$ cat config.mk
export PLATFORM = sky130hd
export DESIGN_NAME = dmux_merge
export DESIGN_NICKNAME = d
export VERILOG_FILES = /design/src/rtl/dmux_merge.sv
export SDC_FILE = /design/constraint.sdc
export NUM_CORES = 1
export LEC_CHECK = 0
export BUFFER_PORTS_ARGS = -buffer_cell sky130_fd_sc_hd__buf_2
export CAP_MARGIN = 10
export CORE_UTILIZATION = 43
export CTS_CLUSTER_DIAMETER = 120
export CTS_CLUSTER_SIZE = 16
export DETAILED_ROUTE_END_ITERATION = 12
export HOLD_SLACK_MARGIN = 0.08
export PLACE_DENSITY = 0.76
export REMOVE_ABC_BUFFERS = 1
export SLEW_MARGIN = 20
export SYNTH_ARGS = -nofsm -noshare
export SYNTH_HDL_FRONTEND = slang
export SYNTH_SLANG_ARGS = --single-unit
$ cat constraint.sdc
create_clock -name clk -period 2.1 [get_ports clk]
set_input_delay 0.105 -clock clk [delete_from_list [all_inputs] [get_ports clk]]
set_output_delay 0.105 -clock clk [all_outputs]
set_load 0.01 [all_outputs]
$ cat src/rtl/dmux_merge.sv
// Four-to-one valid/ready merge with a single registered output slot and a source tag.
// Define DMUX_MERGE_FIXED_PRIO_EN for fixed priority (channel 0 highest); default is round-robin.
module dmux_merge #(
   parameter int WIDTH = 32,
   parameter int CNT_W = 16
) (
   input  logic             clk,
   input  logic             rst_n,
   input  logic [WIDTH-1:0] din0,
   input  logic [WIDTH-1:0] din1,
   input  logic [WIDTH-1:0] din2,
   input  logic [WIDTH-1:0] din3,
   input  logic [3:0]       din_valid,
   output logic [3:0]       din_ready,
   output logic [WIDTH-1:0] dout,
   output logic [1:0]       dout_sel,
   output logic             dout_valid,
   input  logic             dout_ready,
   output logic [CNT_W-1:0] beat_cnt
);

   logic [WIDTH-1:0] dout_q, dout_d;
   logic [1:0]       sel_q, sel_d;
   logic             valid_q, valid_d;
   logic [CNT_W-1:0] cnt_q, cnt_d;

   logic [1:0]       grant_idx;
   logic             grant_any;
   logic             slot_free;
   logic             accept;
   logic [WIDTH-1:0] win_data;

`ifdef DMUX_MERGE_FIXED_PRIO_EN
   // Scan from lowest priority upward so the lowest-numbered requester is written last and wins.
   always_comb begin
      // NOTE: every combinational output gets a default first, so no path leaves it unassigned (no latch).
      grant_any = 1'b0;
      grant_idx = 2'd0;
      for (int i = 3; i >= 0; i--) begin
         if (din_valid[i]) begin
            grant_any = 1'b1;
            grant_idx = 2'(i);
         end
      end
   end
`else
   logic [1:0] last_q;
   logic [1:0] cand;

   // Search order is last+1 .. last+4 (== last); scanning it backwards lets the nearest requester win.
   always_comb begin
      grant_any = 1'b0;
      grant_idx = last_q;
      cand      = last_q;
      for (int k = 4; k >= 1; k--) begin
         cand = last_q + 2'(k);
         if (din_valid[cand]) begin
            grant_any = 1'b1;
            grant_idx = cand;
         end
      end
   end

   always_ff @(posedge clk or negedge rst_n) begin
      if (!rst_n) begin
         last_q <= 2'b11;
      end else if (accept) begin
         last_q <= grant_idx;
      end
   end
`endif

   // rst_n gates the grant so no source sees ready while the block is held in reset.
   assign slot_free = !valid_q || dout_ready;
   assign accept    = rst_n && slot_free && grant_any;
   assign din_ready = accept ? (4'b0001 << grant_idx) : 4'b0000;

   always_comb begin
      unique case (grant_idx)
         2'd0:    win_data = din0;
         2'd1:    win_data = din1;
         2'd2:    win_data = din2;
         default: win_data = din3;
      endcase
   end

   always_comb begin
      dout_d  = dout_q;
      sel_d   = sel_q;
      valid_d = valid_q;
      cnt_d   = cnt_q;
      if (accept) begin
         dout_d  = win_data;
         sel_d   = grant_idx;
         valid_d = 1'b1;
      end else if (dout_ready) begin
         valid_d = 1'b0;
      end
      if (valid_q && dout_ready) begin
         cnt_d = cnt_q + CNT_W'(1);
      end
   end

   // The output data register is reset too: downstream expects dout=0 straight out of reset.
   always_ff @(posedge clk or negedge rst_n) begin
      if (!rst_n) begin
         dout_q  <= '0;
         sel_q   <= 2'b00;
         valid_q <= 1'b0;
         cnt_q   <= '0;
      end else begin
         // NOTE: sequential state uses non-blocking assignments so all registers update from pre-edge values.
         dout_q  <= dout_d;
         sel_q   <= sel_d;
         valid_q <= valid_d;
         cnt_q   <= cnt_d;
      end
   end

   assign dout       = dout_q;
   assign dout_sel   = sel_q;
   assign dout_valid = valid_q;
   assign beat_cnt   = cnt_q;

endmodule

; ---- Word-level counts from Yosys, hierarchy flattened
; Index checks and enable logic that the tools add are counted.
[word_totals]
in_bits = 135
wordCells = 42
register_bits = 53
[classes]
n_reduce_logical = 7
addsub = 4
eq_ne = 2
mux = 19
magnitude_cmp = 4
n_shift = 1
[ops]
columns = operator, count
row1 = 32-bit case mux with 3 select lines, 1
row2 = "16-bit by 1-bit adder with 16-bit output, second input constant", 1
row3 = "2-bit by 3-bit < comparator with 1-bit output, second input constant", 4
row4 = 1-bit two-way mux, 10
row5 = 1-bit binary-select mux with 2-bit select, 4
row6 = 2-bit two-way mux, 3
row7 = "2-bit adder, second input constant", 2
row8 = 4-bit two-way mux, 1
row9 = "1-bit by 2-bit << shifter with 4-bit output, first input constant", 1
row10 = 1-bit logical AND, 3
row11 = "2-bit by 1-bit adder with 2-bit output, second input constant", 1
row12 = "2-bit by 1-bit equality test with 1-bit output, second input constant", 1
row13 = "2-bit equality test, second input constant", 1
row14 = 2-bit logical NOT, 1
row15 = 2-bit nonzero test, 1
row16 = 1-bit logical NOT, 1
row17 = 1-bit logical OR, 1

; ---- Longest topological paths before layout
; Gate-level depths: netlist (run 1).
[logic_depth]
ltp_word = 8
mapped_depth = 8
mapped_depth_nobuf = 6

; ---- Worst setup path after synthesis (run 1)
; OpenSTA, ideal clock, no wires.
[synth_timing]
path_type = flip-flop to output port
startpoint = register last_q[0]
endpoint = output din_ready[0]
t_required_ps = 1995
arrival_time_ps = 1730
path_buffers = 3
path_stages_with_launch = 8
path_slack_ps = 265
cell_sequence = dfstp_2 buf_4 and2b_1 a22oi_1 o21ai_1 buf_4 buf_6 nor4_2
[synth_via]
elab_chain_len = 8
word_cells_on_any_way = 21
[synth_lines]
columns = element, line_no
row1 = start: declaration, 47  ; logic [1:0] last_q;
row2 = start signal: assignment, 68  ; last_q <= grant_idx;
row3 = 2-bit adder or 1-bit binary-select mux with 2-bit select (tied branches), "56, 57"
row4 = 1-bit binary-select mux with 2-bit select or 1-bit two-way mux (tied branches), 57  ; if (din_valid[cand]) begin
row5 = 1-bit two-way mux (implied by the code), 57
row6 = 2-bit two-way mux or 1-bit two-way mux (tied branches) (3 in a row), 57
row7 = 1-bit by 2-bit << shifter with 4-bit output or 1-bit logical AND (tied branches), "76, 75"
row8 = 4-bit two-way mux *, 76  ; assign din_ready = accept ? (4'b0001 << grant_idx) : 4'b0000;
row9 = end: declaration, 14  ; output logic [3:0] din_ready,
; Every way passes the cells marked *; elsewhere a longest branch is shown, timed or not. The select of a mux whose other input is x is not followed.

; ---- Worst setup path in the final report (run 1)
[layout_timing]
startpoint = register last_q[0]
endpoint = output din_ready[2]
; Same word-level chain as after synthesis.

==> run metrics, run 1 <==
register area 1329 µm²; I/O pin count 190; maximum VDD drop 390.7 µV; area of the mapped netlist just over 3000 µm²; setup_tns 0 ps; critical path peak fanout 18; TritonCTS clock tree done; CP Buf/Inv Count 2; Worst setup EP type output pin; htree depth 2; Worst Skew between 9 and 10 ps; Avg Cell Area, Syn approximately 11 µm²; Non-Filler Instances 576; fill count approximately 600; Reg2Reg Depth 6; critical path class reg2out; vias per cell 5.399; Total GRT Usage around a quarter; Synthesis Warnings 0; Port Buffers between 150 and 200; CTS Sinks 53; commonest non-fill, non-tap cell in the layout buf_2; Worst Hold Margin between 90 and 100 ps; status finished clean; commonest non-fill, non-tap cells in the layout buf_2, dfrtp_1, nand2_1; pre-CTS WS about 190 ps; Cell Chain, Critical Path nand2b_1 > a22oi_1 > o21ai_4 > buf_12 > and2_1 > buf_2; nets 615; Setup crit end din_ready[2]; layout cells sized above 1 about half; final worst setup slack roughly 96 ps; Max-Cap Viols 0; cell at the slowest stage of the critical path dfstp_2; reg-to-reg endpoint dout[31]$_DFFE_PN0P_; clock buffer depth 2; Critical Path RT approximately 2000 ps; total leakage power 2.196 nW; core area 6869 µm²; Detailed Route Iter0 Violations 106; Crit. path cell count 6; register area share after synthesis between 40% and 50%; Power, Total 3.887 mW; worst hold path type in2reg; Fmax achieved 0.4989 GHz; Chip Height 86.69 µm; Max Slew Vio Count 0; power per cell area 909.1 nW/µm²; Worst-Margin Slew between 600 and 700 ps; wire length per cell around 16 µm; Post-DP HPWL 6894 µm; Vias between 3k and 4k; Largest delay share family, worst path flip-flops; clock buffer count from CTS 5; drt total wl 9206 µm; layout overhead on the synthesized area 38.62%; vias in the first global route roughly 3.0k; ANT nets after route 0; clock slew seen by the registers of the worst setup and hold paths roughly 100 ps; antenna violations before repair 0; Slew headroom a little over half; first-pass GRT wire length between 10,000 and 15,000 µm; Post-Syn Instances 286; die area around 7500 µm²; GRT overflow 0; Final period util 95.45%; clk_lat worst skew approximately 310 ps; Starting Density approximately 45%; DRC Markers 0; crit-path max cell delay 600 ps; largest net degree at the start of global routing between 50 and 60; multi-input logic area ~1600 µm²; crit path DAT ~1900 ps; r2r startpoint last_q[0]$_DFFE_PN1P_; 1st-pass router iterations 4; crit path from last_q[0]$_DFFE_PN1P_; min Tclk post-route 2004 ps; Hold Fails Final Rpt 0; CP startpoint kind flop; die width between 80 and 90 µm; Final setup viols 0; number of cell rows 30; number of antenna diodes 0; Reg2Reg Setup Slack 170 ps; Inst Count DP roughly 560; count of cell types in the netlist 37; FF+latch count, synth 53; GP Congestion between 0.8 and 0.9; CTS root buf clkbuf_8
## worst min-delay path by stage
stage | from | endpoint | slack, ps | cells past startpoint
3_5_place_dp | rst_n | beat_cnt[2]$_DFFE_PN0P_ | 310 | 2
3_3_place_gp | rst_n | dout[6]$_DFFE_PN0P_ | 310 | 2
5_1_grt | din2[27] | dout[27]$_DFFE_PN0P_ | 90 | 3
4_1_cts | din2[27] | dout[27]$_DFFE_PN0P_ | 80 | 3
2_1_floorplan | rst_n | beat_cnt[0]$_DFFE_PN0P_ | -190 | 0
6_report | din2[27] | dout[27]$_DFFE_PN0P_ | 90 | 3
## logic make-up (layout without fill, tap and decap cells)
| kind of cell | count (synthesis) | after routing | synth area share, % |
|---|---|---|---|
| mux | 35 | 35 | 11.40 |
| xor+xnor | 15 | 15 | 4.259 |
| flops | 53 | 53 | 43.08 |
| compound gates | 75 | 75 | 22.39 |
| simple gates | 83 | 83 | 12.46 |
| buf+inv | 24 | 218 | 6.004 |
| fa+ha+maj | 1 | 1 | 0.4056 |
## power breakdown
group	total [mW]	switching [mW]	internal [mW]
logic	1.79	0.956	0.838
clock network	0.610	0.342	0.268
registers	1.48	0.189	1.29
total	3.89	1.49	2.40
## per-stage QoR
step / instance area [µm²] / util (%)
finish: 4275 / 62.24
global placement: 4116 / 59.93
detailed placement: 4116 / 59.93
floorplan: 2899 / -
global route: 4275 / 62.24
CTS: 4247 / 61.82
## worst reg2reg max path: cells and delay by family (launching register included)
kind | cells | cell delay, ps
AND/OR/NAND/NOR | 1 | 190
flip-flops | 1 | 600
buffers and inverters | 1 | 320
AO/OA/AOI/OAI | 3 | 410
multiplexers | 1 | 290
## sequential cells by signal (all words and copies together) (netlist names)
name,cells
last_q,2
beat_cnt,16
dout_sel,2
dout,32
dout_valid,1
## cells in the mapped netlist, drive strengths merged
cell | n | share of area, %
dfrtp | 51 | 41
nand2 | 46 | 5.6
a22oi | 34 | 8.8
mux2i | 34 | 11
o221ai | 32 | 11
buf | 24 | 6.0
nor2 | 13 | 1.6
xnor2 | 11 | 3.1
nand3 | 6 | 0.97
nand2b | 4 | 0.89
xor2 | 4 | 1.1
nand4 | 3 | 0.61
a21oi | 2 | 0.45
and2 | 2 | 0.41
and3 | 2 | 0.41
dfstp | 2 | 1.7
nor3 | 2 | 0.69
o21ai | 2 | 0.32
a21o | 1 | 0.24
a2bb2oi | 1 | 0.85
a32oi | 1 | 0.53
and2b | 1 | 0.24
ha | 1 | 0.41
mux2 | 1 | 0.37
nor2b | 1 | 0.20
nor4 | 1 | 0.41
o22ai | 1 | 0.20
o41ai | 1 | 0.53
or2 | 1 | 0.20
or2b | 1 | 0.24
## routing by layer
metal | part of all wire, % | up-vias | track usage [%]
met5 | 0 | - | 0
met4 | 1.8 | 0 | 6.364
met3 | 5.4 | 15 | 4.381
met2 | 51 | 133 | 43.43
met1 | 41 | 1495 | 29.96
li1 | - | 1467 | -
## what timing repair did
action,4_1_cts,5_1_grt
endpoints found under the hold margin,51,0
gates resized for setup,2,2
setup endpoints to repair,2,2
buffers inserted,2,3
pin swaps,0,2
hold buffers,1,0
## area by class of cell
class / instances / area share (%)
multi-input combinational: 209 / 37.46
sequential: 53 / 31.08
timing repair buffer: 210 / 26.40
tap: 96 / 2.809
clock buffer: 6 / 1.932
clock inverter: 2 / 0.3219
(Power assumes the default switching activity.)
==> run 2: changes to the inputs <==
--- a/config.mk
+++ b/config.mk
@@ -7,6 +7,7 @@
 export LEC_CHECK = 0
 export BUFFER_PORTS_ARGS = -buffer_cell sky130_fd_sc_hd__buf_2
 export CAP_MARGIN = 10
+export CORE_MARGIN = 3
 export CORE_UTILIZATION = 43
 export CTS_CLUSTER_DIAMETER = 120
 export CTS_CLUSTER_SIZE = 16
@@ -14,6 +15,7 @@
 export HOLD_SLACK_MARGIN = 0.08
 export PLACE_DENSITY = 0.76
 export REMOVE_ABC_BUFFERS = 1
+export SKIP_CTS_REPAIR_TIMING = 1
 export SLEW_MARGIN = 20
 export SYNTH_ARGS = -nofsm -noshare
 export SYNTH_HDL_FRONTEND = slang
==> run metrics, run 2 (synthesis gave the netlist of run 1 again) <==
status finished, violations left; failing checks setup timing; clk_lat worst skew between 300 and 400 ps; RSZ-0062 raised after global routing yes; Critical Path RT approximately 2000 ps; Starting Density approximately 45%; commonest non-fill, non-tap cells in the layout buf_2, dfrtp_1, nand2_1; Total GRT Usage 23.43%; Worst-Margin Slew approximately 690 ps; Cell Chain, Critical Path buf_4 > mux2i_1 > a21o_1 > nor3_4 > buf_12 > and2_1 > buf_2; largest net degree at the start of global routing 54; Hold Crit Depth 3; clock slew seen by the registers of the worst setup and hold paths roughly 100 ps; maximum VDD drop between 300 and 400 µV; Vias between 3k and 4k; register area roughly 1300 µm²; vias in the first global route 3,132; Reg2Reg Setup Slack around 50 ps; die width just over 90 µm; antenna violations before repair 0; DRC Markers 0; GRT overflow 0; worst hold endpoint dout[27]$_DFFE_PN0P_; Inst Count DP 560; Post-DP HPWL between 7000 and 8000 µm; clock buffer count from CTS 5; Port Buffers 189; setup_tns -4.899 ps; critical path peak fanout 28; 1st-pass router iterations 4; number of antenna diodes 0; Chip Height around 91 µm; drt total wl 10,260 µm; Power, Total 4.067 mW; nets around 620; fill count approximately 600; multi-input logic area 1637 µm²; Final setup viols 1; vias per cell between 5 and 6; cell at the slowest stage of the critical path dfstp_2; GP Congestion around 0.84; crit-path max cell delay 590 ps; max FFs per register 32; clock share of power 14.5%; r2r startpoint last_q[1]$_DFFE_PN1P_; Reg2Reg Depth 8; Detailed Route Iter0 Violations 160; number of cell rows 30; crit path DAT about 2000 ps; Internal Pwr Total around 2.5 mW; core area 6869 µm²; CTS root buf clkbuf_8; Worst Skew roughly 11 ps; first-pass GRT wire length 15,500 µm; pre-CTS WS -42.02 ps; layout cells sized above 1 approximately 51%; clock buffer depth 2; Gate power share a little under 50%; reg-to-reg endpoint dout[14]$_DFFE_PN0P_; wire length per cell 17.75 µm; min Tclk post-route about 2100 ps; CTS Sinks between 50 and 60; Final period util 100.2%; die area 8225 µm²; commonest non-fill, non-tap cell in the layout buf_2; Fmax achieved about 0.48 GHz; ANT nets after route 0; Max-Cap Viols 0; worst hold path type in2reg; Hold Fails Final Rpt 0; Non-Filler Instances a little under 600; CP startpoint kind flop; Hold Startpoint din0[27]; final worst setup slack -4.899 ps; Slew headroom 54.21%; switching share of power 38.48%; Max Slew Vio Count 0; I/O pin count between 150 and 200; layout overhead on the synthesized area 42.07%; Worst setup EP type output pin; htree depth 2; total leakage power ~2.2 nW; power per cell area between 900 and 1000 nW/µm²; TritonCTS clock tree done; critical path class reg2out; sequential share of power 36.4%; Psw between 1.5 and 2 mW
## run 2: per-stage QoR
step / area (µm²) / hold WS (ps) / util [%]
after global placement: 4139 / 331.5 / 60.26
after detailed placement: 4139 / 331.3 / 60.26
after CTS: 4225 / -6.940 / 61.51
after floorplan: 2899 / -190.6 / -
final: 4382 / 81.30 / 63.79
after global routing: 4382 / 88.58 / 63.79
## run 2: power groups by stage
stage,clock network (mW),logic (mW),registers [mW]
floorplan,0,0.890,1.63
global placement,0,1.76,1.49
detailed placement,0,1.79,1.50
CTS,0.604,1.79,1.48
global route,0.634,2.15,1.52
finish,0.591,2.00,1.48
## run 2: worst max path at each step
| stage | depth (start not counted) | endpoint | startpoint |
|---|---|---|---|
| 2_1_floorplan | 5 | dout[27]$_DFFE_PN0P_ | last_q[0]$_DFFE_PN1P_ |
| 3_3_place_gp | 5 | dout[10]$_DFFE_PN0P_ | last_q[0]$_DFFE_PN1P_ |
| 3_5_place_dp | 5 | dout[18]$_DFFE_PN0P_ | last_q[0]$_DFFE_PN1P_ |
| 4_1_cts | 7 | din_ready[2] | last_q[0]$_DFFE_PN1P_ |
| 5_1_grt | 7 | din_ready[2] | last_q[1]$_DFFE_PN1P_ |
| 6_report | 7 | din_ready[2] | last_q[1]$_DFFE_PN1P_ |
## run 2: layout make-up
cell class | instances | area share (%)
Tap cell | 96 | 2.741
Multi-Input combinational cell | 210 | 37.35
Timing Repair Buffer | 212 | 27.61
Clock buffer | 7 | 1.970
Sequential cell | 53 | 30.33
## run 2: critical path: cells and delay by family (launching register included)
| family | cells | cell delay (ps) |
|---|---|---|
| mux | 1 | 70 |
| buf+inv | 3 | 490 |
| flops | 1 | 590 |
| simple gates | 2 | 330 |
| compound gates | 1 | 200 |
## run 2: metal layers
layer	global-route usage, %	share of wire, %
met5	0	0
met4	8.801	2.5
met3	5.750	7.6
met2	40.33	51
met1	28.16	38
